**src/rtl/uart_rx_word_packer_if.sv**
```systemverilog
// Byte-in / word-out bundle for uart_rx_word_packer, with status outputs.
// The slave modport is the packer itself; the master modport is its environment.
interface uart_rx_word_packer_if #(
  parameter int W_BYTE         = 8,
  parameter int BYTES_PER_WORD = 4,
  parameter int FIFO_DEPTH     = 4
);
  localparam int LW = $clog2(FIFO_DEPTH) + 1;

  logic                             s_valid;
  logic [W_BYTE-1:0]                s_data;
  logic                             m_valid;
  logic                             m_ready;
  logic [W_BYTE*BYTES_PER_WORD-1:0] m_data;
  logic [LW-1:0]                    level;
  logic                             overflow;
  logic                             timeout_p;

  modport master (
    output s_valid, s_data, m_ready,
    input  m_valid, m_data, level, overflow, timeout_p
  );

  modport slave (
    input  s_valid, s_data, m_ready,
    output m_valid, m_data, level, overflow, timeout_p
  );
endinterface

```
**src/rtl/uart_rx_word_packer.sv**
```systemverilog
// Packs the uart_rx byte strobe stream into little-endian words, buffers them in a
// small FIFO behind a valid/ready port and drops stale partial words after an idle gap.
module uart_rx_word_packer #(
  parameter int W_BYTE         = 8,
  parameter int BYTES_PER_WORD = 4,
  parameter int FIFO_DEPTH     = 4,
  parameter int TIMEOUT_CYCLES = 200000
) (
  input  logic                  clk,
  input  logic                  rstn,
  uart_rx_word_packer_if.slave  bus
);
  localparam int WW = W_BYTE * BYTES_PER_WORD;
  localparam int CW = $clog2(BYTES_PER_WORD);
  localparam int TW = $clog2(TIMEOUT_CYCLES) + 1;
  localparam int PW = $clog2(FIFO_DEPTH);
  localparam int LW = PW + 1;

  localparam logic [CW-1:0] LAST_BYTE  = CW'(BYTES_PER_WORD - 1);
  localparam logic [TW-1:0] TIMER_LAST = TW'(TIMEOUT_CYCLES - 1);
  localparam logic [LW-1:0] FULL_LEVEL = LW'(FIFO_DEPTH);

  typedef enum logic {IDLE, FILL} state_t;

  state_t         state, state_n;
  logic [CW-1:0]  count, count_n;
  logic [TW-1:0]  timer, timer_n;
  logic [WW-1:0]  assembly, assembly_n;
  logic           push;
  logic           timeout_n;

  logic [WW-1:0]  mem [FIFO_DEPTH];
  logic [PW-1:0]  wr_ptr, rd_ptr;
  logic [LW-1:0]  level;
  logic           overflow;
  logic           timeout_p;
  logic           pop;
  logic           push_ok;

  // NOTE: sequential state uses non-blocking assignments so every register samples pre-edge values.
  always_ff @(posedge clk or negedge rstn) begin
    if (!rstn) begin
      state    <= IDLE;
      count    <= '0;
      timer    <= '0;
      assembly <= '0;
    end else begin
      state    <= state_n;
      count    <= count_n;
      timer    <= timer_n;
      assembly <= assembly_n;
    end
  end

  // NOTE: every output of this block gets a default first, so no path can infer a latch.
  always_comb begin
    state_n    = state;
    count_n    = count;
    timer_n    = timer;
    assembly_n = assembly;
    push       = 1'b0;
    timeout_n  = 1'b0;
    unique case (state)
      IDLE: begin
        timer_n = '0;
        if (bus.s_valid) begin
          assembly_n = {{(WW-W_BYTE){1'b0}}, bus.s_data};
          count_n    = CW'(1);
          state_n    = FILL;
        end
      end
      FILL: begin
        if (bus.s_valid) begin
          // A strobe on the expiry cycle still lands: the byte beats the timeout.
          timer_n = '0;
          assembly_n[int'(count)*W_BYTE +: W_BYTE] = bus.s_data;
          if (count == LAST_BYTE) begin
            push    = 1'b1;
            count_n = '0;
            state_n = IDLE;
          end else begin
            count_n = count + CW'(1);
          end
        end else if (timer == TIMER_LAST) begin
          timeout_n = 1'b1;
          timer_n   = '0;
          count_n   = '0;
          state_n   = IDLE;
        end else begin
          timer_n = timer + TW'(1);
        end
      end
      default: state_n = IDLE;
    endcase
  end

  assign pop     = (level != '0) && bus.m_ready;
  // A full FIFO still takes the word if the head leaves on the same edge.
  assign push_ok = push && ((level != FULL_LEVEL) || pop);

  always_ff @(posedge clk or negedge rstn) begin
    if (!rstn) begin
      wr_ptr    <= '0;
      rd_ptr    <= '0;
      level     <= '0;
      overflow  <= 1'b0;
      timeout_p <= 1'b0;
    end else begin
      if (push_ok) wr_ptr <= wr_ptr + PW'(1);
      if (pop)     rd_ptr <= rd_ptr + PW'(1);
      unique case ({push_ok, pop})
        2'b10:   level <= level + LW'(1);
        2'b01:   level <= level - LW'(1);
        default: level <= level;
      endcase
      if (push && !push_ok) overflow <= 1'b1;
      timeout_p <= timeout_n;
    end
  end

  // NOTE: word storage is not reset; stale entries are never visible because m_data is gated by level.
  always_ff @(posedge clk) begin
    if (push_ok) mem[wr_ptr] <= assembly_n;
  end

  assign bus.m_valid   = (level != '0);
  assign bus.m_data    = bus.m_valid ? mem[rd_ptr] : '0;
  assign bus.level     = level;
  assign bus.overflow  = overflow;
  assign bus.timeout_p = timeout_p;
endmodule

```
**src/flat_wrapper.sv**
```systemverilog
// flat-port wrapper written by rule: the top's interface ports become plain ports
module uart_rx_word_packer_flat 
#(
  parameter int W_BYTE         = 8,
  parameter int BYTES_PER_WORD = 4,
  parameter int FIFO_DEPTH     = 4,
  parameter int TIMEOUT_CYCLES = 200000
)
  (clk, rstn, bus_s_valid, bus_s_data, bus_m_ready, bus_m_valid, bus_m_data, bus_level, bus_overflow, bus_timeout_p);
  uart_rx_word_packer_if #(.W_BYTE(W_BYTE), .BYTES_PER_WORD(BYTES_PER_WORD), .FIFO_DEPTH(FIFO_DEPTH)) bus_i ();
  input  logic clk;
  input  logic rstn;
  input wire logic [$bits(bus_i.s_valid)-1:0] bus_s_valid;
  input wire logic [$bits(bus_i.s_data)-1:0] bus_s_data;
  input wire logic [$bits(bus_i.m_ready)-1:0] bus_m_ready;
  output wire logic [$bits(bus_i.m_valid)-1:0] bus_m_valid;
  output wire logic [$bits(bus_i.m_data)-1:0] bus_m_data;
  output wire logic [$bits(bus_i.level)-1:0] bus_level;
  output wire logic [$bits(bus_i.overflow)-1:0] bus_overflow;
  output wire logic [$bits(bus_i.timeout_p)-1:0] bus_timeout_p;
  assign bus_i.s_valid = bus_s_valid;
  assign bus_i.s_data = bus_s_data;
  assign bus_i.m_ready = bus_m_ready;
  assign bus_m_valid = bus_i.m_valid;
  assign bus_m_data = bus_i.m_data;
  assign bus_level = bus_i.level;
  assign bus_overflow = bus_i.overflow;
  assign bus_timeout_p = bus_i.timeout_p;
  uart_rx_word_packer #(.W_BYTE(W_BYTE), .BYTES_PER_WORD(BYTES_PER_WORD), .FIFO_DEPTH(FIFO_DEPTH), .TIMEOUT_CYCLES(TIMEOUT_CYCLES)) u_core (.clk(clk), .rstn(rstn), .bus(bus_i));
endmodule
```
**config.mk**
```make
export PLATFORM = sky130hd
export DESIGN_NAME = uart_rx_word_packer_flat
export DESIGN_NICKNAME = d
export VERILOG_FILES = /design/src/rtl/uart_rx_word_packer_if.sv /design/src/rtl/uart_rx_word_packer.sv /design/src/flat_wrapper.sv
export SDC_FILE = /design/constraint.sdc
export NUM_CORES = 1
export LEC_CHECK = 0
export ABC_AREA = 1
export CAP_MARGIN = 20
export CORE_UTILIZATION = 35
export DETAILED_ROUTE_END_ITERATION = 7
export MAX_ROUTING_LAYER = met4
export PLACE_DENSITY = 0.49
export SKIP_LAST_GASP = 1
export SLEW_MARGIN = 40
export SYNTH_ARGS = -nofsm -noshare
export SYNTH_HDL_FRONTEND = slang
export SYNTH_SLANG_ARGS = --single-unit
```
**constraint.sdc**
```tcl
create_clock -name clk -period 8.5 [get_ports clk]
set_input_delay 1.7 -clock clk [delete_from_list [all_inputs] [get_ports clk]]
set_output_delay 1.7 -clock clk [all_outputs]
set_load 0.005 [all_outputs]
```
### After elaboration in Yosys (flattened, before gate mapping)

Memories as Yosys holds them, arrays and structs flattened.
Index checks and enable logic that the tools add are counted.

| cells by class | value |
|---|---|
| add/sub/neg operators | 7 |
| multipliers | 0 |
| div/mod/pow operators | 0 |
| order comparisons | 0 |
| equality and inequality tests | 7 |
| shift operators | 2 |
| multiplexer cells | 27 |
| bitwise gates (word level) | 1 |
| reduce and logical (&&, ||, !) cells | 8 |

Operators with widths:

| operator | number |
|---|---|
| 32-bit two-way mux | 3 |
| 32-bit case mux with 2 select lines | 1 |
| 19-bit two-way mux | 2 |
| 19-bit case mux with 2 select lines | 1 |
| 5-bit negator with 33-bit output | 1 |
| 8-bit by 33-bit variable shift with 32-bit output, first input constant | 1 |
| 8-bit by 33-bit indexed part select with 32-bit output | 1 |
| 32-bit bitwise mux | 1 |
| 19-bit by 1-bit adder with 19-bit output, second input constant | 1 |
| 19-bit by 18-bit equality test with 1-bit output, second input constant | 1 |
| 1-bit two-way mux | 12 |
| 2-bit two-way mux | 4 |
| 2-bit by 1-bit adder with 2-bit output, second input constant | 3 |
| 3-bit inequality test, second input constant | 2 |
| 3-bit case mux with 2 select lines | 1 |
| 2-bit equality test, second input constant | 2 |
| 2-bit case mux with 2 select lines | 1 |
| 3-bit by 1-bit adder with 3-bit output, second input constant | 1 |
| 1-bit logical AND | 3 |
| 3-bit nonzero test | 1 |
| 3-bit by 1-bit subtractor with 3-bit output, second input constant | 1 |
| 2-bit by 1-bit equality test with 1-bit output, second input constant | 1 |
| 2-bit inequality test, second input constant | 1 |
| 1-bit case mux with 2 select lines | 1 |
| other kinds (5) | 5 |

| word-level totals | value |
|---|---|
| flip-flop bits (word level) | 63 |
| bits in latches | 0 |
| memory bits (writable) | 128 |
| memory bits (read-only) | 0 |
| input port bits | 12 |
| memories | 1 |

Memory list:

| memory | words | bits a word | rd ports | clocked after Yosys merged registers in | write ports | line | RTL |
|---|---|---|---|---|---|---|---|
| u_core.mem | 4 | 32 | 1 | 0 | 1 | uart_rx_word_packer.sv:32 | `logic [WW-1:0] mem [FIFO_DEPTH];` |

### Logic depth before layout (Yosys ltp)

| logic depth | value |
|---|---|
| depth after elaboration | 7 |
| depth in mapped cells | 12 |
| depth with buffers taken out | 12 |

### Worst setup path after synthesis

Ideal clock, no wire load.

| timing | value |
|---|---|
| kind | input to register |
| start | input bus_s_valid |
| end | memory u_core.mem[0][0] (netlist name) (enable) |
| data arrival time | 3.578 ns |
| data required time | 8.079 ns |
| setup slack | 4.501 ns |
| stages on the path | 5 |
| buffers on the path | 1 |
| cells stage by stage | buf_4 -> nand2_1 -> nor2_2 -> nand2_1 -> nor2_1 |

| on the way | value |
|---|---|
| longest elaborated chain between the ends | 5 |

RTL lines:

| element | line | RTL |
|---|---|---|
| start, declared | flat_wrapper.sv:13 | `input wire logic [$bits(bus_i.s_valid)-1:0] bus_s_valid;` |
| 1-bit two-way mux | uart_rx_word_packer.sv:73 | `if (bus.s_valid) begin` |
| 1-bit two-way mux | uart_rx_word_packer.sv:63 | `unique case (state)` |
| 1-bit logical AND | uart_rx_word_packer.sv:99 | `assign push_ok = push && ((level != FULL_LEVEL) \|\| pop);` |
| 1-bit two-way mux | uart_rx_word_packer.sv:123 | `if (push_ok) mem[wr_ptr] <= assembly_n;` |
| 1-bit two-way mux (not written as such) | uart_rx_word_packer.sv:123 |  |
| end, declared | uart_rx_word_packer.sv:32 |  |

Every way passes these cells.

### Worst setup path after layout

| timing | value |
|---|---|
| start | register u_core.rd_ptr[1] |
| end | output bus_m_data[24] |

| on the way | value |
|---|---|
| longest elaborated chain between the ends | 2 |

RTL lines:

| element | line | RTL |
|---|---|---|
| start, declared | uart_rx_word_packer.sv:33 | `logic [PW-1:0] wr_ptr, rd_ptr;` |
| start signal, assigned | uart_rx_word_packer.sv:110 | `if (pop) rd_ptr <= rd_ptr + PW'(1);` |
| memory 4 x 32 bit | n/a |  |
| 32-bit two-way mux | uart_rx_word_packer.sv:127 | `assign bus.m_data = bus.m_valid ? mem[rd_ptr] : '0;` |
| end, declared | flat_wrapper.sv:17 | `output wire logic [$bits(bus_i.m_data)-1:0] bus_m_data;` |

Every way passes these cells.

==> metrics.csv <==
stage,metric,value,unit
cts,Post CTS Setup Buffer Count,0,
timing,worst-case headroom to the max-slew limit,0.480,
timing,setup repair after global routing missed its margin,no,
global_routing,antenna violations before repair,0,
pwr,peak supply drop,0.181,mV
final_layout,proportion of layout cells with a drive suffix above 1,0.0777,
final_layout,"leading cell type in the layout, fill and taps excluded",sky130_fd_sc_hd__nor2_1,
cts,CTS tree,built,
cts,total CTS buffers,17,
routing,Total Routed Length,19.3,mm
setup_path,reg-to-reg startpoint,u_core.count[0],
yosys,post-synthesis net count,803,
final_layout,number of fill cells,2169,
cts,number of levels in the clock H-tree,4,
setup_path,startpoint of the worst setup timing path,u_core.rd_ptr[1],
pwr,combinational power share,0.357,
worst_hold_path,worst hold path type,reg -> reg,
final_layout,highest-count cells in the layout ignoring fill and taps,"171 x sky130_fd_sc_hd__nor2_1, 128 x sky130_fd_sc_hd__edfxtp_1, 86 x sky130_fd_sc_hd__nand2_1, 82 x sky130_fd_sc_hd__o21ai_0, 61 x sky130_fd_sc_hd__dfrtp_1",
pwr,sequential power share,0.401,
setup_path,startpoint type of the worst setup path,flip-flop,
yosys,area of the mapped netlist,8200,sq um
timing,final hold violations,0,
pwr,Pleak,3.63,nW
setup_path,slack of the worst reg-to-reg path,5.98,ns
timing,final setup skew,0.00864,ns
pwr,clock share of power,0.243,
routing,1st-pass router iterations,4,
setup_path,WP data arrival,2.60,ns
floorplan,die height,155,um
timing,least setup slack across all paths after layout,4.20,ns
global_routing,global-route wire length before repair,30.5,mm
floorplan,Initial Util,0.360,
setup_path,Worst R2R Path Depth,4,
placement,worst setup slack after placement,4.26,ns
pwr,Power Internal,2.01,mW
routing,Routed WL per cell,16.8,um
setup_path,worst setup path endpoint,bus_m_data[24],
final_layout,"number of standard cells in the layout, taps in and fillers out",1150,
timing,total negative setup slack,0,ns
setup_path,critical-path maximum fanout,34,
global_routing,pin count of the biggest net entering global routing,66,
final_layout,number of nets in the layout,847,
timing,total of endpoints with negative setup slack in the final report,0,
placement,Final HPWL DP,11.5,mm
routing,total via count after detailed routing,5577,
pwr,Design Power,3.07,mW
cts,cell at the root of the clock tree,sky130_fd_sc_hd__clkbuf_16,
pwr,net switching fraction of the power,0.343,
setup_path,crit path kind,reg -> out,
setup_path,required time at the endpoint of the critical path,6.80,ns
floorplan,I/O pin count,50,
placement,cell area after placement,8990,sq um
yosys,count of synthesis-stage warnings from yosys,0,
placement,"number of placed instances, taps included",1118,
cts,Resize count post-CTS,0,
timing,slew at the pin with the worst max-slew slack,0.780,ns
routing,average vias per placed instance,4.85,
setup_path,worst path cell trace,buf_4 > inv_1 > buf_4 > nor2_1 > o21ai_0 > a21oi_1 > clkdlybuf4s50_1,
floorplan,# rows,55,
setup_path,delay contributed by the slowest stage of the critical path,0.55,ns
cts,CTS Buffer Depth,2,
routing,drt first-iter violations,354,
yosys,Unique masters post-synth,31,
yosys,synthesized flop and latch total,191,
global_routing,GRT Util Overall,0.174,
global_routing,total gr overflow,0,
routing,Post-DRT Antenna Nets,0,
final_layout,Post-Layout Inst Area,9540,sq um
cts,register clock-pin slew on the reported worst setup and hold paths,0.07,ns
setup_path,cell at the slowest stage of the critical path,sky130_fd_sc_hd__clkdlybuf4s50_1,
global_routing,vias in the first global route,5595,
timing,final critical-path required period,4.30,ns
pwr,power spent charging and discharging nets,1.05,mW
yosys,synthesized instance count,780,
timing,worst hold slack,0.470,ns
final_layout,area growth from synthesis to layout,16.4,%
final_layout,diode count,0,
timing,max-slew violation total from the final report,0,
yosys,share of the yosys chip area belonging to registers,0.661,
setup_path,kind of capture point of the worst setup path,primary output,
cts,hold buffer count at cts,0,
setup_path,most prevalent standard cell on the critical path,sky130_fd_sc_hd__buf_4,
pwr,P per Cell Area,321,nW/um^2
setup_path,end of the worst register-to-register path,u_core.mem[0][12],
timing,final cycle utilization of the critical path,0.506,
routing,drc violations,0,
cts,clock sink count,191,
cts,source-to-sink clock delay at the later pin of the worst-skew pair,0.43,ns
placement,Port Buffers,49,
final_layout,utilization after layout,0.419,
run_status,status,"finished, final reports clean",
yosys,Mean Syn Cell Area,10.5,sq um
placement,routability cong.,0.850,
timing,Max Clock Freq,233,MHz
floorplan,die span in x,155,um
job,Max Cap Violations,0,
floorplan,Die Footprint,24000,sq um
floorplan,Core Region,22800,sq um
## critical path, delay by kind of cell (launching register included)
| family | cells | cell delay (ns) |
|---|---|---|
| compound gates | 2 | 0.33 |
| flops | 1 | 0.32 |
| buf+inv | 4 | 1.36 |
| simple gates | 1 | 0.16 |
## state kept, by name, indices dropped and copies added, names as in the netlist, 2 cells and up
name	flops
u_core.assembly	32
u_core.bus.level	3
u_core.count	2
u_core.mem	128
u_core.rd_ptr	2
u_core.timer	19
u_core.wr_ptr	2
## kinds of logic after synthesis
group           synth area share
buf+inv                   0.0488
fa+ha+maj                 0.0177
flops                      0.661
simple gates               0.164
compound gates            0.0963
xor+xnor                  0.0118
## area by class of cell
cell class | count | area [sq um] | share of cell area
multi-input cells | 495 | 2390 | 0.250
repair buffers | 58 | 557 | 0.0584
clock buffers | 20 | 437 | 0.0458
flip-flops and latches | 191 | 5420 | 0.569
inverters | 61 | 231 | 0.0243
clock inverters | 12 | 113 | 0.0118
well taps | 313 | 392 | 0.0411
## power groups by stage
stage	registers [mW]	logic [mW]	clock network, mW
floorplan	1.22	0.645	0
global placement	1.24	1.09	0
detailed placement	1.25	1.11	0
CTS	1.23	1.12	0.760
global route	1.24	1.23	0.796
finish	1.23	1.09	0.744
## worst min-delay path by stage
stage,cells past startpoint,start,slack [ns],endpoint
after global routing,1,u_core.timer[0],0.50,u_core.timer[0]
after floorplan,1,u_core.timer[0],0.43,u_core.timer[0]
final,1,u_core.timer[0],0.47,u_core.timer[0]
after detailed placement,1,u_core.timer[0],0.46,u_core.timer[0]
after global placement,1,u_core.timer[0],0.45,u_core.timer[0]
after CTS,1,u_core.timer[0],0.47,u_core.timer[0]
## synth_stat cells (all sizes together)
| master | instances | area [sq um] |
|---|---|---|
| buf | 20 | 123 |
| o21bai | 4 | 30.0 |
| o22ai | 8 | 50.1 |
| ha | 10 | 125 |
| o21ai | 83 | 415 |
| nor3 | 3 | 15.0 |
| nand3 | 45 | 240 |
| clkbuf | 13 | 48.8 |
| fa | 1 | 20.0 |
| a21oi | 46 | 234 |
| dfrtp | 63 | 1580 |
| xnor2 | 2 | 17.5 |
| edfxtp | 128 | 3840 |
| xor2 | 9 | 78.8 |
| nand3b | 1 | 11.3 |
| nor2 | 182 | 701 |
| inv | 61 | 229 |
| nand2 | 88 | 340 |
| o31ai | 8 | 60.1 |
| nand4 | 5 | 37.5 |
## layer usage
metal | vias to the layer above | wire length [um] | GRT usage
met5 | - | 0 | -
met4 | 0 | 318 | 0.0523
met3 | 21 | 621 | 0.0287
met2 | 106 | 9630 | 0.290
met1 | 2727 | 8700 | 0.217
li1 | 2723 | - | -
Note: power is estimated with default switching activity, not from simulation.
